### config.mk
export PLATFORM = sky130hd
export DESIGN_NAME = display_tx_ctrl
export DESIGN_NICKNAME = d
export VERILOG_FILES = /design/src/rtl/display_tx_ctrl.sv
export SDC_FILE = /design/constraint.sdc
export NUM_CORES = 1
export LEC_CHECK = 0
export BUFFER_PORTS_ARGS = -buffer_cell sky130_fd_sc_hd__buf_2
export CORE_MARGIN = 8
export CORE_UTILIZATION = 30
export DETAILED_ROUTE_END_ITERATION = 7
export PLACE_DENSITY = 0.52
export SETUP_SLACK_MARGIN = 0.2
export SLEW_MARGIN = 10
export SYNTH_ARGS = -nofsm -noshare
export SYNTH_HDL_FRONTEND = slang
export SYNTH_SLANG_ARGS = --single-unit
### constraint.sdc
create_clock -name clk -period 4.4 [get_ports clk]
set_input_delay 0.44 -clock clk [delete_from_list [all_inputs] [get_ports clk]]
set_output_delay 0.44 -clock clk [all_outputs]
set_load 0.01 [all_outputs]
### src/rtl/display_tx_ctrl.sv
// Write-only I2C master for an SSD1306-class OLED: sends the init command list or streams one frame.
// Optional macro DTCU_NACK_ABORT_EN: a NACK ends the transaction with STOP after the current ACK bit.
module display_tx_ctrl #(
   parameter logic [6:0]  DEV_ADDR    = 7'h3C,
   parameter int unsigned SCL_HALF    = 16,
   parameter int unsigned FRAME_BYTES = 1024
) (
   input  logic       clk,
   input  logic       reset,
   input  logic       init_display,
   input  logic       send_frame,
   input  logic [7:0] frame_data,
   input  logic       SDA_IN,
   output logic [9:0] data_address,
   output logic       get_next_data,
   output logic       SCL,
   output logic       SDA_OUT,
   output logic       busy,
   output logic       NACK
);

   typedef enum logic [2:0] {IDLE, START, BYTE, ACK, STOP, BUSFREE} state_t;

   localparam logic [15:0] HALF_END   = 16'(SCL_HALF - 1);
   localparam logic [15:0] BIT_END    = 16'(2 * SCL_HALF - 1);
   localparam logic [15:0] MID_LOW    = 16'(SCL_HALF / 2);
   localparam logic [15:0] MID_HIGH   = 16'(SCL_HALF + SCL_HALF / 2);
   localparam logic [10:0] LAST_INIT  = 11'd32;
   localparam logic [10:0] LAST_FRAME = 11'(FRAME_BYTES + 1);
   localparam logic [9:0]  ADDR_LAST  = 10'(FRAME_BYTES - 1);

`ifdef DTCU_NACK_ABORT_EN
   localparam logic ABORT_ON_NACK = 1'b1;
`else
   localparam logic ABORT_ON_NACK = 1'b0;
`endif

   state_t      state, state_next;
   logic [15:0] cnt;
   logic [2:0]  bit_cnt;
   logic [10:0] byte_idx;
   logic [4:0]  cmd_idx;
   logic [7:0]  sh;
   logic        sda, nack, is_init;
   logic        bit_end, stop_now, load_next;

   function automatic logic [7:0] init_cmd(input logic [4:0] i);
      case (i)
         5'd0:  init_cmd = 8'hAE;  5'd1:  init_cmd = 8'hD5;  5'd2:  init_cmd = 8'h80;
         5'd3:  init_cmd = 8'hA8;  5'd4:  init_cmd = 8'h3F;  5'd5:  init_cmd = 8'hD3;
         5'd6:  init_cmd = 8'h00;  5'd7:  init_cmd = 8'h40;  5'd8:  init_cmd = 8'h8D;
         5'd9:  init_cmd = 8'h14;  5'd10: init_cmd = 8'h20;  5'd11: init_cmd = 8'h00;
         5'd12: init_cmd = 8'hA1;  5'd13: init_cmd = 8'hC8;  5'd14: init_cmd = 8'hDA;
         5'd15: init_cmd = 8'h12;  5'd16: init_cmd = 8'h81;  5'd17: init_cmd = 8'hCF;
         5'd18: init_cmd = 8'hD9;  5'd19: init_cmd = 8'hF1;  5'd20: init_cmd = 8'hDB;
         5'd21: init_cmd = 8'h40;  5'd22: init_cmd = 8'hA4;  5'd23: init_cmd = 8'hA6;
         5'd24: init_cmd = 8'h21;  5'd25: init_cmd = 8'h00;  5'd26: init_cmd = 8'h7F;
         5'd27: init_cmd = 8'h22;  5'd28: init_cmd = 8'h00;  5'd29: init_cmd = 8'h07;
         5'd30: init_cmd = 8'hAF;
         default: init_cmd = 8'hE3;
      endcase
   endfunction

   always_ff @(posedge clk or posedge reset) begin
      if (reset) state <= IDLE;
      else       state <= state_next;
   end

   always_comb begin
      state_next = state;
      case (state)
         IDLE:    if (init_display || send_frame) state_next = START;
         START:   if (cnt == HALF_END) state_next = BYTE;
         BYTE:    if (bit_end && bit_cnt == 3'd0) state_next = ACK;
         ACK:     if (bit_end) state_next = stop_now ? STOP : BYTE;
         STOP:    if (bit_end) state_next = BUSFREE;
         BUSFREE: if (cnt == HALF_END) state_next = IDLE;
         default: state_next = IDLE;
      endcase
   end

   always_comb begin
      bit_end       = (cnt == BIT_END);
      stop_now      = (is_init ? (byte_idx == LAST_INIT) : (byte_idx == LAST_FRAME))
                      || (ABORT_ON_NACK && nack);
      load_next     = (state == ACK) && bit_end && !stop_now;
      get_next_data = load_next && !is_init && (byte_idx != 11'd0);
      busy          = (state != IDLE);
      NACK          = nack;
      SDA_OUT       = sda;
      case (state)
         BYTE, ACK, STOP: SCL = (cnt > HALF_END);
         default:         SCL = 1'b1;
      endcase
   end

   // SDA is registered so it only moves at the SCL-low midpoint; START/STOP edges come from state entry/exit.
   always_ff @(posedge clk or posedge reset) begin
      if (reset) begin
         cnt          <= '0;
         bit_cnt      <= 3'd7;
         byte_idx     <= '0;
         cmd_idx      <= '0;
         sh           <= '1;
         sda          <= 1'b1;
         nack         <= 1'b0;
         is_init      <= 1'b0;
         data_address <= '0;
      end else begin
         if (state == IDLE || state_next != state || bit_end) cnt <= '0;
         else                                                  cnt <= cnt + 16'd1;
         case (state)
            IDLE: if (init_display || send_frame) begin
               is_init  <= init_display;
               nack     <= 1'b0;
               byte_idx <= '0;
               cmd_idx  <= '0;
               bit_cnt  <= 3'd7;
               sh       <= {DEV_ADDR, 1'b0};
               sda      <= 1'b0;
               if (!init_display) data_address <= '0;
            end
            BYTE: begin
               if (cnt == MID_LOW) sda <= sh[7];
               if (bit_end) begin
                  sh      <= {sh[6:0], 1'b0};
                  bit_cnt <= bit_cnt - 3'd1;
               end
            end
            ACK: begin
               if (cnt == MID_LOW) sda <= 1'b1;
               if (cnt == MID_HIGH && SDA_IN) nack <= 1'b1;
               if (load_next) begin
                  byte_idx <= byte_idx + 11'd1;
                  if (byte_idx == 11'd0) begin
                     sh <= is_init ? 8'h00 : 8'h40;
                  end else if (is_init) begin
                     sh      <= init_cmd(cmd_idx);
                     cmd_idx <= cmd_idx + 5'd1;
                  end else begin
                     sh           <= frame_data;
                     data_address <= (data_address == ADDR_LAST) ? '0 : data_address + 10'd1;
                  end
               end
            end
            STOP: begin
               if (cnt == MID_LOW) sda <= 1'b0;
               if (bit_end)        sda <= 1'b1;
            end
            default: ;
         endcase
      end
   end

endmodule

# ---- Word-level counts from Yosys, hierarchy flattened
# Memories as Yosys holds them, arrays and structs flattened.
# Cells that the tools add are included.
# W data, S select, Z words.
dict set report word_totals {
  output_inout_bits 15
  n_memories 1
  mem_bits_ro 256
  regBits 59
}
# name depth word_bits rd rd_clocked_by_memory_dff wr line
set mem_list {}
lappend mem_list {{(no name shown)} 32 8 1 0 0 48} ;# case (i)
dict set report classes {
  n_mux 44
  eq_ne 24
  magnitude_cmp 1
  addsub 5
  n_reduce_logical 29
}
# cell count
set op_table {}
lappend op_table {{$mux W10} 6}
lappend op_table {{$mux W8} 5}
lappend op_table {{$eq A16 B4 Y1 const B} 2}
lappend op_table {{$eq A16 B5 Y1 const B} 2}
lappend op_table {{$mux W3} 9}
lappend op_table {{$pmux W8 S3} 1}
lappend op_table {{$mux W11} 2}
lappend op_table {{$pmux W11 S2} 1}
lappend op_table {{$mux W5} 4}
lappend op_table {{$pmux W10 S2} 1}
lappend op_table {{$pmux W3 S6} 1}
lappend op_table {{$add A16 B1 Y16 const B} 1}
lappend op_table {{$gt A16 B4 Y1 const B} 1}
lappend op_table {{$mux W16} 1}
lappend op_table {{$ne A2 B2 Y1 const B} 8}
lappend op_table {{$add A11 B1 Y11 const B} 1}
lappend op_table {{$eq A11 B11 Y1 const B} 1}
lappend op_table {{$eq A11 B6 Y1 const B} 1}
lappend op_table {{$logic_not A11 Y1} 1}
lappend op_table {{$reduce_bool A11 Y1} 1}
lappend op_table {{$add A10 B1 Y10 const B} 1}
lappend op_table {{$eq A10 B10 Y1 const B} 1}
lappend op_table {{$pmux W5 S2} 1}
lappend op_table {{$reduce_and A5 Y1} 2}
lappend op_table {{other kinds (25)} 48}

# ---- Logic depth before layout (Yosys ltp)
dict set report depth {
  word_depth 9
  depth_mapped 8
  ltp_nobuf 7
}

# ---- Worst setup path before layout
# OpenSTA, ideal clock, no wires.
dict set report synth_timing {
  path_kind {flip-flop to flip-flop}
  start {reg byte_idx[0]}
  end {reg cmd_idx[2]}
  setup_slack_ns 2.152
  setup_ns 0.079
  arrival_time_ns 2.168
  synth_period_minus_slack_ns 2.248
  stages_incl_launch_ff 8
  path_buffers 0
  path_cell_list {dfrtp_1 inv_1 ha_1 nor3b_1 a311o_1 nor3_1 mux2_2 mux2i_1}
}
dict set report synth_between {
  elab_chain_len 6
  word_cells_on_any_way 9
  classes_between {4 x eq/ne; 1 x mux; 4 x reduce/logical}
}
# item line
set synth_rtl {}
lappend synth_rtl {{start: declaration} 41} ;# logic [10:0] byte_idx;
lappend synth_rtl {{start signal: assignment} 134} ;# byte_idx <= byte_idx + 11'd1;
lappend synth_rtl {{$eq A11 B11 Y1 or $eq A11 B6 Y1 (tied branches)} 84} ;# stop_now = (is_init ? (byte_idx == LAST_INIT) : (byte_idx == LAST_FRAME))
lappend synth_rtl {{$mux W1} 84}
lappend synth_rtl {{$logic_not A1 Y1} 86} ;# load_next = (state == ACK) && bit_end && !stop_now;
lappend synth_rtl {{$logic_and A1 B1 Y1} 86}
lappend synth_rtl {{$ne A2 B2 Y1 (no source line)} -}
lappend synth_rtl {{$reduce_and A5 Y1 (no source line) (*)} -}
lappend synth_rtl {{end signal: assignment} 139} ;# cmd_idx <= cmd_idx + 5'd1;
lappend synth_rtl {{end: declaration} 42} ;# logic [4:0] cmd_idx;
# Mark *: on every way between the ends. The rest lies on a longest branch, timed or not.
# A chain may end at the register's enable or synchronous reset.

# ---- Worst setup path in the final report
dict set report layout_timing {
  start {reg state[0]}
  end {reg data_address[9]}
}
dict set report layout_between {
  elab_chain_len 5
  word_cells_on_any_way 12
  classes_between {6 x eq/ne; 1 x mux; 5 x reduce/logical}
}
# item line
set layout_rtl {}
lappend layout_rtl {{start: declaration} 38} ;# state_t state, state_next;
lappend layout_rtl {{start signal: assignment} 66} ;# else state <= state_next;
lappend layout_rtl {{$eq A3 B2 Y1} {86, 112}}
lappend layout_rtl {{$logic_and A1 B1 Y1 (2 in series)} 86}
lappend layout_rtl {{$ne A2 B2 Y1 (no source line)} -}
lappend layout_rtl {{$reduce_and A6 Y1 (no source line)} -}
lappend layout_rtl {{end signal: assignment} 142} ;# data_address <= (data_address == ADDR_LAST) ? '0 : data_address + 10'd1;
lappend layout_rtl {{end: declaration} 14} ;# output logic [9:0] data_address,
# Several ways; a longest one is shown, not always the timed one.

==> metrics.md <==
| Metric | Value |
|---|---|
| Status | `completed` |
| H-tree levels | `3` |
| Reg2reg path depth | `5` |
| TritonCTS clock tree | `yes` |
| Cell Count, Final, Fillers Out | `635` |
| Via count | `3,327` |
| CTS Buf Count | `9` |
| TNS Setup | `0 ns` |
| Fin util | `34.8%` |
| DRC viols | `0` |
| Starting Density | `30.4%` |
| Vias in the first global route | `3,423` |
| Mapped cell area | `3980 sq um` |
| Sink Count | `59` |
| Antenna Cells | `0` |
| Die X | `131 um` |
| Placed Instances | `619` |
| Hold Path Class | `in -> async` |
| Post-synth EDFFs | `0` |
| Avg Vias per Cell | `5.24` |
| Clock root cell | `clkbuf_16` |
| Setup CP Type | `reg -> reg` |
| Area Growth Syn to Fin | `14.5%` |
| Number of synthesized register bits | `approximately 60` |
| Hpwl dp | `7.07 mm` |
| Area of the core | `between 10,000 and 15,000 sq um` |
| Die ar. | `17,200 sq um` |
| First-pass GRT wire length | `17.1 mm` |
| Post-CTS sizing | `0` |
| Final net count | `between 400 and 500` |
| Max-Slew Margin vs Limit | `27.1%` |
| Drt wl/cell | `15.7 um` |
| I/O pin count | `28` |
| RSZ-0062 raised after global routing | `false` |
| Layout cells sized above 1 | `19.0%` |
| Clock Pin Slew Worst Setup and Hold Paths | `0.05 ns` |
| IO Port Bufs | `27` |
| Mean Syn Cell Area | `about 9 sq um` |
| Pwr dens | `286 nW/um^2` |
| Yosys cell types | `60` |
| Fraction of registers with async set/reset | `100%` |
| Design area | `4550 sq um` |
| Synthesis Warnings | `0` |
| DRT Pass-1 Iters | `4` |
| Rows | `42` |
| Fmax | `about 330 MHz` |
| Register area share after synthesis | `a little under two fifths` |
| Total GRT Usage | `11.9%` |
| DP Worst Slack | `1.47 ns` |
| GP Congestion | `0.793` |
| Static leakage | `0.00181 uW` |
| Largest net degree at the start of global routing | `60` |
| Hold-fix buffers, CTS | `0` |
| Total global routing overflow | `0` |
| Final WS setup | `1.38 ns` |
| Crit path arrival time | `~3.3 ns` |
| Max-cap viol count | `0` |
| Min Tclk post-route | `between 3 and 4 ns` |
| Placement Cell Area | `4260 sq um` |
| Syn Nets | `between 400 and 500` |
| Die Span Y | `131 um` |
| Peak VDD IR | `approximately 0.17 mV` |
| Endpoints failing setup | `0` |
| Post-CTS Setup Inserts | `0` |
| Synth Flop Type | `dfrtp_1` |
| Post-Syn Instances | `436` |
| Clk Latency, worst-skew pair | `between 0.3 and 0.4 ns` |
| Worst setup SP type | `register` |
| Fin Clk Skew | `around 0.0032 ns` |
| Endpoints failing hold | `0` |
| DR iter-0 viols | `111` |
| Crit path max fanout | `18` |
| Initial antenna violation count | `0` |
| Tightest Pin Transition | `roughly 1.1 ns` |
| Req. time, crit path | `4.65 ns` |
| Clock Path Buffers | `2` |
| CP Capture Type | `register` |
| Count of pins over their slew limit | `0` |
| Final WL | `9.94 mm` |
| Period utilisation layout | `68.7%` |
| Final ANT Viol Nets | `0` |
-- per-stage QoR --
step / hold slack (ns) / power, uW
after global routing: 0.410 / 1340
after CTS: 0.352 / 1320
after detailed placement: 0.487 / 614
after global placement: 0.478 / 613
after floorplan: 0.455 / 596
final: 0.316 / 1300
-- path summary, 6_finish.rpt --
check	from	end	slack, ns
hold / removal	reset	data_address[1]	0.32
max in group asynchronous	reset	cmd_idx[0]	3.57
setup reg to reg	state[0]	data_address[9]	1.38
min in group clk	send_frame	is_init	0.42
hold reg to reg	cnt[0]	cnt[0]	0.49
setup / recovery	state[0]	data_address[9]	1.38
-- critical path, stage by stage, from the launching register on --
cell	delay, ns
dfrtp_1	0.73
nand3b_1	0.54
a31o_2	0.42
a311oi_1	0.88
a31oi_1	0.20
a31oi_1	0.18
-- registers in the layout, summed over array words and instances (netlist names), 3 cells and up --
register      count
state             3
bit_cnt           3
cmd_idx           5
data_address     10
byte_idx         11
cnt              16
sh                8
-- cell usage in the layout (no fill, tap or decap), types with 5 or more instances in the layout --
cell type / netlist / routed
xor2_1: 7 / 7
xnor2_1: 11 / 11
nand2_1: 24 / 24
a31oi_1: 18 / 18
nor2_1: 37 / 37
mux2_2: 11 / 11
nand2b_1: 5 / 5
and3_1: 11 / 11
o21ai_0: 22 / 22
nor2b_1: 7 / 7
a21oi_1: 29 / 29
o31ai_1: 9 / 9
nand3_1: 16 / 16
buf_2: 5 / 27
dfstp_2: 12 / 12
o21a_1: 10 / 10
clkbuf_16: 0 / 9
ha_1: 12 / 12
nor3_1: 11 / 11
nor4_1: 5 / 5
or3_1: 6 / 6
dfrtp_1: 47 / 47
inv_1: 21 / 20
nand4_1: 7 / 7
or4_1: 9 / 9
mux2i_1: 5 / 5
-- cells by family (layout without fill, tap and decap cells) --
kind of cell	count (synthesis)	in the layout	share of synthesized area [%]
and+or+nand+nor	163	163	23.7
AOI/OAI and AO/OA	119	119	19.8
buffers and inverters	45	68	4.59
xor gates and xnor gates	18	18	3.96
muxes	20	20	6.64
DFF	59	59	37.5
adders and majority gates	12	12	3.77
-- Yosys cell counts, types with 4 or more instances --
| master | instances | area, sq um |
|---|---|---|
| a211o_1 | 4 | 35.0 |
| a21oi_1 | 29 | 145 |
| a31oi_1 | 18 | 113 |
| and2_1 | 4 | 25.0 |
| and3_1 | 11 | 68.8 |
| and4_1 | 4 | 35.0 |
| buf_2 | 5 | 25.0 |
| clkbuf_1 | 17 | 63.8 |
| dfrtp_1 | 47 | 1180 |
| dfstp_2 | 12 | 315 |
| ha_1 | 12 | 150 |
| inv_1 | 21 | 78.8 |
| mux2_2 | 11 | 124 |
| mux2i_1 | 5 | 50.1 |
| mux4_2 | 4 | 90.1 |
| nand2_1 | 24 | 90.1 |
| nand2b_1 | 5 | 31.3 |
| nand3_1 | 16 | 80.1 |
| nand4_1 | 7 | 43.8 |
| nor2_1 | 37 | 139 |
| nor2b_1 | 7 | 43.8 |
| nor3_1 | 11 | 55.1 |
| nor4_1 | 5 | 31.3 |
| o21a_1 | 10 | 75.1 |
| o21ai_0 | 22 | 110 |
| o31ai_1 | 9 | 67.6 |
| or3_1 | 6 | 37.5 |
| or4_1 | 9 | 67.6 |
| xnor2_1 | 11 | 96.3 |
| xor2_1 | 7 | 61.3 |
-- cell type report --
type | count | area (sq um)
clock buffer | 11 | 243
clock inverter | 5 | 52.6
fill | 1333 | 8530
inverter | 21 | 78.8
multi-input combinational | 332 | 2300
sequential | 59 | 1490
tap | 176 | 220
timing repair buffer | 31 | 165
-- routing by layer --
layer | GRT usage, % | wire [um]
met2 | 20.0 | 4880
met4 | 4.33 | 144
met5 | 0 | 0
met3 | 2.17 | 307
met1 | 14.8 | 4610
-- power by group --
| part | switching, uW | internal [uW] |
|---|---|---|
| clock network | 249 | 450 |
| registers | 6.38 | 551 |
| logic | 26.5 | 20.7 |
| total | 282 | 1020 |
Note: power is estimated with default switching activity, not from simulation.
